`src/rtl/seq_det_pkg.sv`:
```
// seq_det_pkg: shared FSM state type and default widths for the serial
// sequence detector.
package seq_det_pkg;

   localparam int unsigned PAT_W_DEF = 8;
   localparam int unsigned CNT_W_DEF = 16;
   localparam int unsigned WIN_W_DEF = 16;

   typedef enum logic [1:0] {
      IDLE = 2'd0,
      ARM  = 2'd1,
      RUN  = 2'd2,
      DONE = 2'd3
   } seq_state_e;

endpackage

```
`src/rtl/seq_det_shift.sv`:
```
// seq_det_shift: serial history register plus masked pattern comparison.
// hit compares the low `len` bits of {history, in_bit} against the pattern;
// bit 0 of the candidate is the bit currently being presented.
module seq_det_shift
   import seq_det_pkg::*;
#(
   parameter int unsigned PAT_W = PAT_W_DEF,
   parameter int unsigned LEN_W = $clog2(PAT_W) + 1
) (
   input  logic             clk,
   input  logic             reset_n,
   input  logic             clear,
   input  logic             shift_en,
   input  logic             in_bit,
   input  logic [PAT_W-1:0] pattern,
   input  logic [LEN_W-1:0] len,
   output logic             hit
);

   logic [PAT_W-1:0] history_q, history_d;
   logic [PAT_W-1:0] cand;
   logic [PAT_W-1:0] mask;

   // Candidate word, length mask, comparison and next history.
   always_comb begin
      cand = (history_q << 1) | PAT_W'(in_bit);
      mask = '0;
      for (int unsigned i = 0; i < PAT_W; i++) begin
         mask[i] = (i < 32'(len));
      end
      hit = (((cand ^ pattern) & mask) == '0);
      history_d = history_q;
      if (clear) begin
         history_d = '0;
      end else if (shift_en) begin
         history_d = cand;
      end
   end

   // History register.
   always_ff @(posedge clk or negedge reset_n) begin
      if (!reset_n) begin
         history_q <= '0;
      end else begin
         history_q <= history_d;
      end
   end

endmodule

```
`src/rtl/seq_detect_ctrl.sv`:
```
// seq_detect_ctrl: run-controlled serial pattern detector with match counter.
// Optional feature: define SEQ_DET_IRQ_EN to add a sticky irq output set by
// done and cleared by irq_clr (clear wins).
module seq_detect_ctrl
   import seq_det_pkg::*;
#(
   parameter int unsigned PAT_W = PAT_W_DEF,
   parameter int unsigned CNT_W = CNT_W_DEF,
   parameter int unsigned WIN_W = WIN_W_DEF
) (
   input  logic                   clk,
   input  logic                   reset_n,
   input  logic                   start,
   input  logic                   stop,
   input  logic                   in_valid,
   input  logic                   in,
   input  logic [PAT_W-1:0]       cfg_pattern,
   input  logic [$clog2(PAT_W):0] cfg_len,
   input  logic                   cfg_overlap,
   input  logic [WIN_W-1:0]       cfg_window,
   output logic                   busy,
   output logic                   match,
   output logic [CNT_W-1:0]       match_count,
`ifdef SEQ_DET_IRQ_EN
   input  logic                   irq_clr,
   output logic                   irq,
`endif
   output logic                   done
);

   localparam int unsigned LEN_W = $clog2(PAT_W) + 1;

   seq_state_e       state_q, state_d;
   logic [PAT_W-1:0] pattern_q, pattern_d;
   logic [LEN_W-1:0] len_q, len_d;
   logic             overlap_q, overlap_d;
   logic [WIN_W-1:0] window_q, window_d;
   logic [LEN_W-1:0] fill_q, fill_d;
   logic [WIN_W-1:0] bitcnt_q, bitcnt_d;
   logic [CNT_W-1:0] count_q, count_d;
   logic             shift_clear;
   logic             shift_en;
   logic             hit;

   seq_det_shift #(
      .PAT_W (PAT_W),
      .LEN_W (LEN_W)
   ) u_shift (
      .clk      (clk),
      .reset_n  (reset_n),
      .clear    (shift_clear),
      .shift_en (shift_en),
      .in_bit   (in),
      .pattern  (pattern_q),
      .len      (len_q),
      .hit      (hit)
   );

   // Next-state, counters, config latch and Mealy match output.
   always_comb begin
      state_d     = state_q;
      pattern_d   = pattern_q;
      len_d       = len_q;
      overlap_d   = overlap_q;
      window_d    = window_q;
      fill_d      = fill_q;
      bitcnt_d    = bitcnt_q;
      count_d     = count_q;
      shift_clear = 1'b0;
      shift_en    = (state_q == RUN) && in_valid;
      match       = (state_q == RUN) && in_valid &&
                    (fill_q >= (len_q - LEN_W'(1))) && hit;

      unique case (state_q)
         IDLE: begin
            if (start) begin
               state_d = ARM;
            end
         end
         ARM: begin
            pattern_d = cfg_pattern;
            overlap_d = cfg_overlap;
            window_d  = cfg_window;
            if (cfg_len == '0) begin
               len_d = LEN_W'(1);
            end else if (cfg_len > LEN_W'(PAT_W)) begin
               len_d = LEN_W'(PAT_W);
            end else begin
               len_d = cfg_len;
            end
            fill_d      = '0;
            bitcnt_d    = '0;
            count_d     = '0;
            shift_clear = 1'b1;
            state_d     = RUN;
         end
         RUN: begin
            if (in_valid) begin
               bitcnt_d = bitcnt_q + WIN_W'(1);
               if (match && !overlap_q) begin
                  fill_d = '0;
               end else if (fill_q < len_q) begin
                  fill_d = fill_q + LEN_W'(1);
               end
               if (match && (count_q != '1)) begin
                  count_d = count_q + CNT_W'(1);
               end
            end
            // A bit arriving with stop, or the last window bit, is counted first.
            if (stop || (in_valid && (window_q != '0) && (bitcnt_d == window_q))) begin
               state_d = DONE;
            end
         end
         DONE: begin
            state_d = IDLE;
         end
         default: begin
            state_d = IDLE;
         end
      endcase
   end

   // State, latched configuration and counters.
   always_ff @(posedge clk or negedge reset_n) begin
      if (!reset_n) begin
         state_q   <= IDLE;
         pattern_q <= '0;
         len_q     <= LEN_W'(1);
         overlap_q <= 1'b0;
         window_q  <= '0;
         fill_q    <= '0;
         bitcnt_q  <= '0;
         count_q   <= '0;
      end else begin
         state_q   <= state_d;
         pattern_q <= pattern_d;
         len_q     <= len_d;
         overlap_q <= overlap_d;
         window_q  <= window_d;
         fill_q    <= fill_d;
         bitcnt_q  <= bitcnt_d;
         count_q   <= count_d;
      end
   end

   assign busy        = (state_q != IDLE);
   assign done        = (state_q == DONE);
   assign match_count = count_q;

`ifdef SEQ_DET_IRQ_EN
   logic irq_q, irq_d;

   // Sticky interrupt: set by done, clear has priority.
   always_comb begin
      irq_d = irq_q;
      if (irq_clr) begin
         irq_d = 1'b0;
      end else if (state_q == DONE) begin
         irq_d = 1'b1;
      end
   end

   // Interrupt flag register.
   always_ff @(posedge clk or negedge reset_n) begin
      if (!reset_n) begin
         irq_q <= 1'b0;
      end else begin
         irq_q <= irq_d;
      end
   end

   assign irq = irq_q;
`endif

endmodule
```
`config.mk`:
```
export PLATFORM = sky130hd
export DESIGN_NAME = seq_detect_ctrl
export DESIGN_NICKNAME = d
export VERILOG_FILES = /design/src/rtl/seq_det_pkg.sv /design/src/rtl/seq_det_shift.sv /design/src/rtl/seq_detect_ctrl.sv
export SDC_FILE = /design/constraint.sdc
export NUM_CORES = 1
export LEC_CHECK = 0
export CAP_MARGIN = 25
export CORE_MARGIN = 5
export CORE_UTILIZATION = 25
export CTS_CLUSTER_DIAMETER = 80
export DETAILED_ROUTE_END_ITERATION = 10
export PLACE_DENSITY_LB_ADDON = 0.25
export SLEW_MARGIN = 20
export SYNTH_ARGS = -nofsm -noshare
export SYNTH_HDL_FRONTEND = slang
export SYNTH_SLANG_ARGS = --single-unit
```
`constraint.sdc`:
```
create_clock -name clk -period 5.5 [get_ports clk]
set_input_delay 0.55 -clock clk [delete_from_list [all_inputs] [get_ports clk]]
set_output_delay 0.55 -clock clk [all_outputs]
set_load 0.01 [all_outputs]
```
==> results of run 1 <==
[worst max path at each step]
stage | from | end | depth (start not counted)
after global routing | in_valid | match | 7
after global placement | in_valid | match | 7
after CTS | in_valid | match | 7
final | in_valid | match | 7
after detailed placement | in_valid | match | 7
after floorplan | state_q[0] | match | 9
[through the flow]
stage                     total power [mW]  cells  worst slack [ns]  hold WS (ns)  util, %
final                                 2.45    754              1.49         0.237     31.1
after global routing                  2.62    754              1.27         0.301     31.1
after detailed placement              1.86    738              1.48         0.525     29.3
after global placement                1.83    738              1.54         0.526     29.3
after CTS                             2.48    754              1.48         0.411     31.0
after floorplan                       1.57    474              2.93         0.254        -
[sequential cells by signal (all words and copies together) (netlist names)]
| name | count |
|---|---|
| fill_q | 4 |
| overlap_q | 1 |
| u_shift.history_q | 7 |
| match_count | 16 |
| window_q | 16 |
| pattern_q | 8 |
| state_q | 2 |
| bitcnt_q | 16 |
| len_q | 4 |
[power breakdown]
group          leakage, nW  internal [mW]  switching, mW
clock network        0.146          0.354          0.252
registers            0.964          0.685          0.162
logic                 1.07          0.460          0.532
total                 2.18           1.50          0.946
[cell type report]
| type | instances | area (µm²) | area share, % |
|---|---|---|---|
| multi-input combinational | 349 | 2430 | 43.9 |
| sequential | 74 | 1850 | 33.4 |
| timing repair buffer | 56 | 554 | 10.0 |
| tap | 229 | 287 | 5.17 |
| clock buffer | 9 | 225 | 4.06 |
| inverter | 30 | 113 | 2.03 |
| clock inverter | 7 | 77.6 | 1.40 |
[critical path, delay by kind of cell]
kind	cells	cell delay (ns)
simple gates	2	0.96
buf+inv	3	1.50
compound gates	2	0.44
[per-layer routing]
metal | routed length, µm | track usage [%] | vias to the layer above | part of all wire, %
met2 | 5310 | 18.8 | 71 | 48
met1 | 5230 | 14.5 | 1750 | 47
met5 | 0 | 0 | - | 0
met4 | 181 | 3.82 | 0 | 1.6
met3 | 449 | 3.08 | 16 | 4.0
li1 | - | - | 1783 | -
[cell usage in the layout (no fill, tap or decap), types with 13 or more instances in the layout]
cell	synthesis	routed
sky130_fd_sc_hd__dfrtp_1	73	73
sky130_fd_sc_hd__nand2_1	54	54
sky130_fd_sc_hd__clkdlybuf4s50_1	0	52
sky130_fd_sc_hd__inv_1	30	30
sky130_fd_sc_hd__a21oi_1	29	29
sky130_fd_sc_hd__xnor2_1	26	26
sky130_fd_sc_hd__mux2_2	25	25
sky130_fd_sc_hd__o21ai_0	23	23
sky130_fd_sc_hd__ha_1	19	18
sky130_fd_sc_hd__nand3_1	15	15
sky130_fd_sc_hd__nor2_1	13	13
[logic make-up (layout without fill, tap and decap cells)]
kind of cell / Yosys count / in the layout / share of synthesized area (%)
simple gates: 159 / 159 / 19.1
flops: 74 / 74 / 41.3
mux: 34 / 34 / 8.39
xor+xnor: 36 / 36 / 7.02
compound gates: 101 / 101 / 14.2
fa+ha+maj: 19 / 19 / 5.29
buf+inv: 51 / 102 / 4.71
==> results.py, run 1 <==
metrics = {
    "yosys": {
        "syn_nets": 528,
        "post_synth_most_frequent_cells": "sky130_fd_sc_hd__dfrtp_1, sky130_fd_sc_hd__nand2_1, sky130_fd_sc_hd__inv_1",
        "synth-edff-count": 0,
        "library_cells_used_by_synthesis": 56,
        "yosysWarningCount": 0,
        "post-synth-top-count-cell": "sky130_fd_sc_hd__dfrtp_1",
        "async_flop_share_pct": 100,
        "synth_flop_cell": "sky130_fd_sc_hd__dfrtp_1",
        "ys_seq_elements": 74,
        "biggest_area_contributors_in_the_synthesized_netlist": "sky130_fd_sc_hd__dfrtp_1, sky130_fd_sc_hd__mux2_2, sky130_fd_sc_hd__ha_1, sky130_fd_sc_hd__xnor2_1, sky130_fd_sc_hd__nand2_1",
        "netlist_area_mm2": 0.00449,
        "synth_top_area_cell": "sky130_fd_sc_hd__dfrtp_1",
        "synth_sequential_area_ratio_pct": 41.3,
        "synth_cells": 474,
        "synthesis.area_per_instance_um2": 9.47,
        "synth_top_cell_area_share_pct": 40.7,
    },
    "sta": {
        "tightestPinTransition_ns": 0.899,
        "timing_max_transition_violations_final": 0,
        "hold_viol": 0,
        "layout_worst_path_cycle_share_pct": 72.9,
        "report.final.setup_viol": 0,
        "clock-skew-final_ns": 0.00865,
        "tns_ns": 0,
        "rsz0062_at_grt": "no",
        "max_slew_margin_pct": 40.0,
        "finalCriticalPeriod_ns": 4.01,
        "max_freq_ghz": 0.249,
    },
    "setup_path": {
        "setup.worst_path.start_class": "input port",
        "r2r.worst_path.cells": 9,
        "crit_path_max_incr_delay_ns": 0.74,
        "critical_path.slowest_cell": "sky130_fd_sc_hd__clkdlybuf4s50_1",
        "path_common_cell": "sky130_fd_sc_hd__clkdlybuf4s50_1",
        "cp_max_fo": 21,
        "worst-r2r-setup-slack_ns": 2.45,
        "worst_r2r_endpoint": "match_count[12]",
        "path_class": "in2out",
        "arrival_ns": 3.46,
        "critical_path_required_ns": 4.95,
        "worstReg2RegStart": "state_q[0]",
        "worst_setup_path_end_kind": "output pin",
        "timing.critical_path.cells": "clkdlybuf4s50_1 > and2_1 > o221ai_2 > a211o_1 > or3_4 > inv_1 > clkdlybuf4s50_1",
    },
    "floorplan": {
        "fp.coreArea_mm2": 0.0178,
        "placementRows": 49,
        "design.die.area_mm2": 0.0207,
        "floorplan.io_pins": 54,
        "die_height_um": 144,
        "die_w_um": 144,
        "floorplan.initialDensity_pct": 25.2,
    },
    "cts": {
        "tritoncts_sink_count": 74,
        "worst_setup_hold_path_clk_slew_ns": 0.06,
        "clock_latency_ns": 0.35,
        "htree_num_levels": 3,
        "clock_tree.root_cell": "sky130_fd_sc_hd__clkbuf_16",
        "cts_buffers": 9,
        "post_cts_resized": 0,
        "post_cts_hold_buffer_count": 0,
        "cts_setup_buffers": 0,
        "tritoncts": "done",
        "clock_tree.buffer_depth": 2,
    },
    "power_and_ir_drop": {
        "static-leakage-power_nw": 2.18,
        "pwr_per_cell_area_mw_per_mm2": 441,
        "peak_vdd_ir_v": 0.000392,
    },
    "drt": {
        "first_drt_pass_iteration_count": 4,
        "remaining_drc_errors": 0,
        "first_iter_violations": 278,
        "wire_per_inst_um": 14.8,
        "ant_nets": 0,
        "postRouteWirelength_um": 11200,
        "routed_via_density": 4.80,
        "routed-via-count": 3620,
    },
    "global_routing": {
        "global_route.usage.total_pct": 11.4,
        "antenna_found_initial": 0,
        "wire_length_of_the_first_global_routing_pass_um": 18800,
        "first_global_vias": 3636,
        "maximum_number_of_pins_on_one_net_before_global_route_repair": 75,
        "grt-ovfl-total": 0,
    },
    "finish": {
        "post_route_cells_drive_above_1_share_pct": 12.2,
        "flow.area_growth_from_synthesis_pct": 23.4,
        "nNetsFinal": 574,
        "fillerInstances": 1813,
        "design_area_mm2": 0.00554,
        "antennaDiodeCount": 0,
    },
    "placement": {
        "place.detailed.hpwl_um": 7940,
        "finalWeightedCongestion": 0.828,
        "numPortBuffers": 53,
        "placement.cell_area_mm2": 0.00523,
    },
    "min_path": {
        "hold_crit_class": "in2async",
    },
    "status": {
        "run_status": "finished, final reports clean",
    },
    "run": {
        "max_cap_viol_count": 0,
    },
}
Note: power is estimated with default switching activity, not from simulation.
==> inputs of run 2 (changes only) <==
- clock period: 5.5 -> 3.53 ns (I/O delays scaled with it)
==> run 2 against run 1 <==
Against the previous run:
- via count hardly changed
- total power is 60% higher
- non-clock buffer count up 4
- critical path type is now reg2out
- combinational power grew 59%
- die area stayed put
- global-route usage grew 0.25 points
- utilization grew 0.32 points
- sequential share of layout area fell by 0.34 points
- first-iteration DRC count decreased by 45%
==> results.py, run 2 (synthesized netlist as in run 1, its figures left out) <==
metrics = {
    "min_path": {
        "hold_crit_class": "in2async",
    },
    "sta": {
        "clock-skew-final_ns": 0.00971,
        "finalCriticalPeriod_ns": 3.28,
        "max_slew_margin_pct": 51.5,
        "max_freq_ghz": 0.305,
        "hold_viol": 0,
        "layout_worst_path_cycle_share_pct": 92.8,
        "tns_ns": 0,
        "report.final.setup_viol": 0,
        "timing_max_transition_violations_final": 0,
        "rsz0062_at_grt": "no",
        "tightestPinTransition_ns": 0.727,
    },
    "cts": {
        "cts_setup_buffers": 0,
        "clock_tree.root_cell": "sky130_fd_sc_hd__clkbuf_16",
        "htree_num_levels": 3,
        "post_cts_hold_buffer_count": 0,
        "clock_tree.buffer_depth": 2,
        "clock_latency_ns": 0.35,
        "tritoncts": "done",
        "tritoncts_sink_count": 74,
        "cts_buffers": 9,
        "post_cts_resized": 0,
        "worst_setup_hold_path_clk_slew_ns": 0.06,
    },
    "finish": {
        "post_route_cells_drive_above_1_share_pct": 12.9,
        "leading_cell_types_in_the_layout_fill_and_taps_excluded": "sky130_fd_sc_hd__dfrtp_1, sky130_fd_sc_hd__nand2_1, sky130_fd_sc_hd__clkdlybuf4s50_1",
        "nNetsFinal": 578,
        "flow.area_growth_from_synthesis_pct": 24.7,
        "antennaDiodeCount": 0,
        "mostFrequentLayoutCell": "sky130_fd_sc_hd__dfrtp_1",
        "design_area_mm2": 0.00560,
    },
    "drt": {
        "first_drt_pass_iteration_count": 4,
        "remaining_drc_errors": 0,
        "routed_via_density": 4.78,
        "wire_per_inst_um": 14.9,
        "first_iter_violations": 152,
        "postRouteWirelength_um": 11300,
        "ant_nets": 0,
        "routed-via-count": 3621,
    },
    "floorplan": {
        "design.die.area_mm2": 0.0207,
        "floorplan.initialDensity_pct": 25.2,
        "floorplan.io_pins": 54,
        "die_w_um": 144,
        "placementRows": 49,
        "die_height_um": 144,
        "fp.coreArea_mm2": 0.0178,
    },
    "power_and_ir_drop": {
        "p_comb_share_pct": 40.4,
        "swShare_pct": 37.5,
        "internal_power_mw": 2.44,
        "static-leakage-power_nw": 2.22,
        "seq_power_share_pct": 33.6,
        "share_clk_of_total_power_pct": 26.0,
        "net-switching-power_mw": 1.47,
        "pwr_per_cell_area_mw_per_mm2": 698,
        "peak_vdd_ir_v": 0.000319,
    },
    "placement": {
        "placement.cell_area_mm2": 0.00526,
        "place.detailed.hpwl_um": 8200,
        "numPortBuffers": 53,
        "finalWeightedCongestion": 0.893,
    },
    "global_routing": {
        "first_global_vias": 3733,
        "wire_length_of_the_first_global_routing_pass_um": 19000,
        "maximum_number_of_pins_on_one_net_before_global_route_repair": 75,
        "antenna_found_initial": 0,
        "global_route.usage.total_pct": 11.7,
        "grt-ovfl-total": 0,
    },
    "setup_path": {
        "worstReg2RegStart": "len_q[0]",
        "critical_path.startpoint": "len_q[0]",
        "path_class": "reg2out",
        "critical_path_required_ns": 3.18,
        "cp_max_fo": 6,
        "worst_setup_path_end_kind": "output pin",
        "arrival_ns": 2.92,
        "setup.worst_path.start_class": "register",
    },
    "run": {
        "max_cap_viol_count": 0,
    },
    "status": {
        "run_status": "finished, final reports clean",
    },
}
[run 2: worst paths after layout]
| path | endpoint | slack (ns) | depth (start not counted) |
|---|---|---|---|
| max | match | 0.25 | 9 |
| min | window_q[4] | 0.04 | 1 |
| max reg2reg | match_count[6] | 0.76 | 10 |
| min reg2reg | match_count[2] | 0.53 | 1 |
| max in group asynchronous | window_q[15] | 3.03 | 1 |
| min in group clk | match_count[2] | 0.53 | 1 |
[run 2: routing by layer]
| metal | routed length (µm) | global-route usage, % | vias up | part of all wire [%] |
|---|---|---|---|---|
| met4 | 207 | 4.51 | 0 | 1.8 |
| met5 | 0 | 0 | - | 0 |
| met1 | 5050 | 14.6 | 1753 | 45 |
| li1 | - | - | 1790 | - |
| met2 | 5500 | 19.7 | 62 | 49 |
| met3 | 496 | 2.45 | 16 | 4.4 |
[run 2: cell type report]
cell class | instances | area, µm²
Fill cell | 1816 | 12200
Multi-Input combinational cell | 349 | 2430
Sequential cell | 74 | 1850
Timing Repair Buffer | 60 | 584
Tap cell | 229 | 287
Clock buffer | 10 | 239
Inverter | 30 | 113
Clock inverter | 6 | 90.1
[run 2: power by group through the flow]
stage / sequential (mW) / clock [mW] / combinational (mW)
floorplan: 1.24 / 0 / 1.20
global placement: 1.32 / 0 / 1.56
detailed placement: 1.33 / 0 / 1.60
CTS: 1.32 / 1.04 / 1.61
global route: 1.35 / 1.08 / 1.78
finish: 1.31 / 1.02 / 1.58
[run 2: stage by stage]
step | worst slack (ns) | utilization [%] | hold WS, ns | instances | power (mW)
4_1_cts | 0.218 | 31.3 | 0.209 | 758 | 3.97
6_report | 0.254 | 31.4 | 0.0374 | 758 | 3.91
2_1_floorplan | 0.966 | - | 0.0574 | 474 | 2.45
3_3_place_gp | 0.468 | 29.5 | 0.530 | 742 | 2.88
3_5_place_dp | 0.408 | 29.5 | 0.529 | 742 | 2.93
5_1_grt | 0.0979 | 31.4 | 0.105 | 758 | 4.20
[run 2: critical path: stages, from the launching register on]
cell	delay, ns
sky130_fd_sc_hd__dfstp_2	0.57
sky130_fd_sc_hd__inv_1	0.08
sky130_fd_sc_hd__ha_1	0.25
sky130_fd_sc_hd__xnor2_1	0.14
sky130_fd_sc_hd__ha_1	0.27
sky130_fd_sc_hd__a21o_1	0.10
sky130_fd_sc_hd__a21oi_1	0.06
sky130_fd_sc_hd__or3_4	0.33
sky130_fd_sc_hd__inv_1	0.19
sky130_fd_sc_hd__clkdlybuf4s50_1	0.58
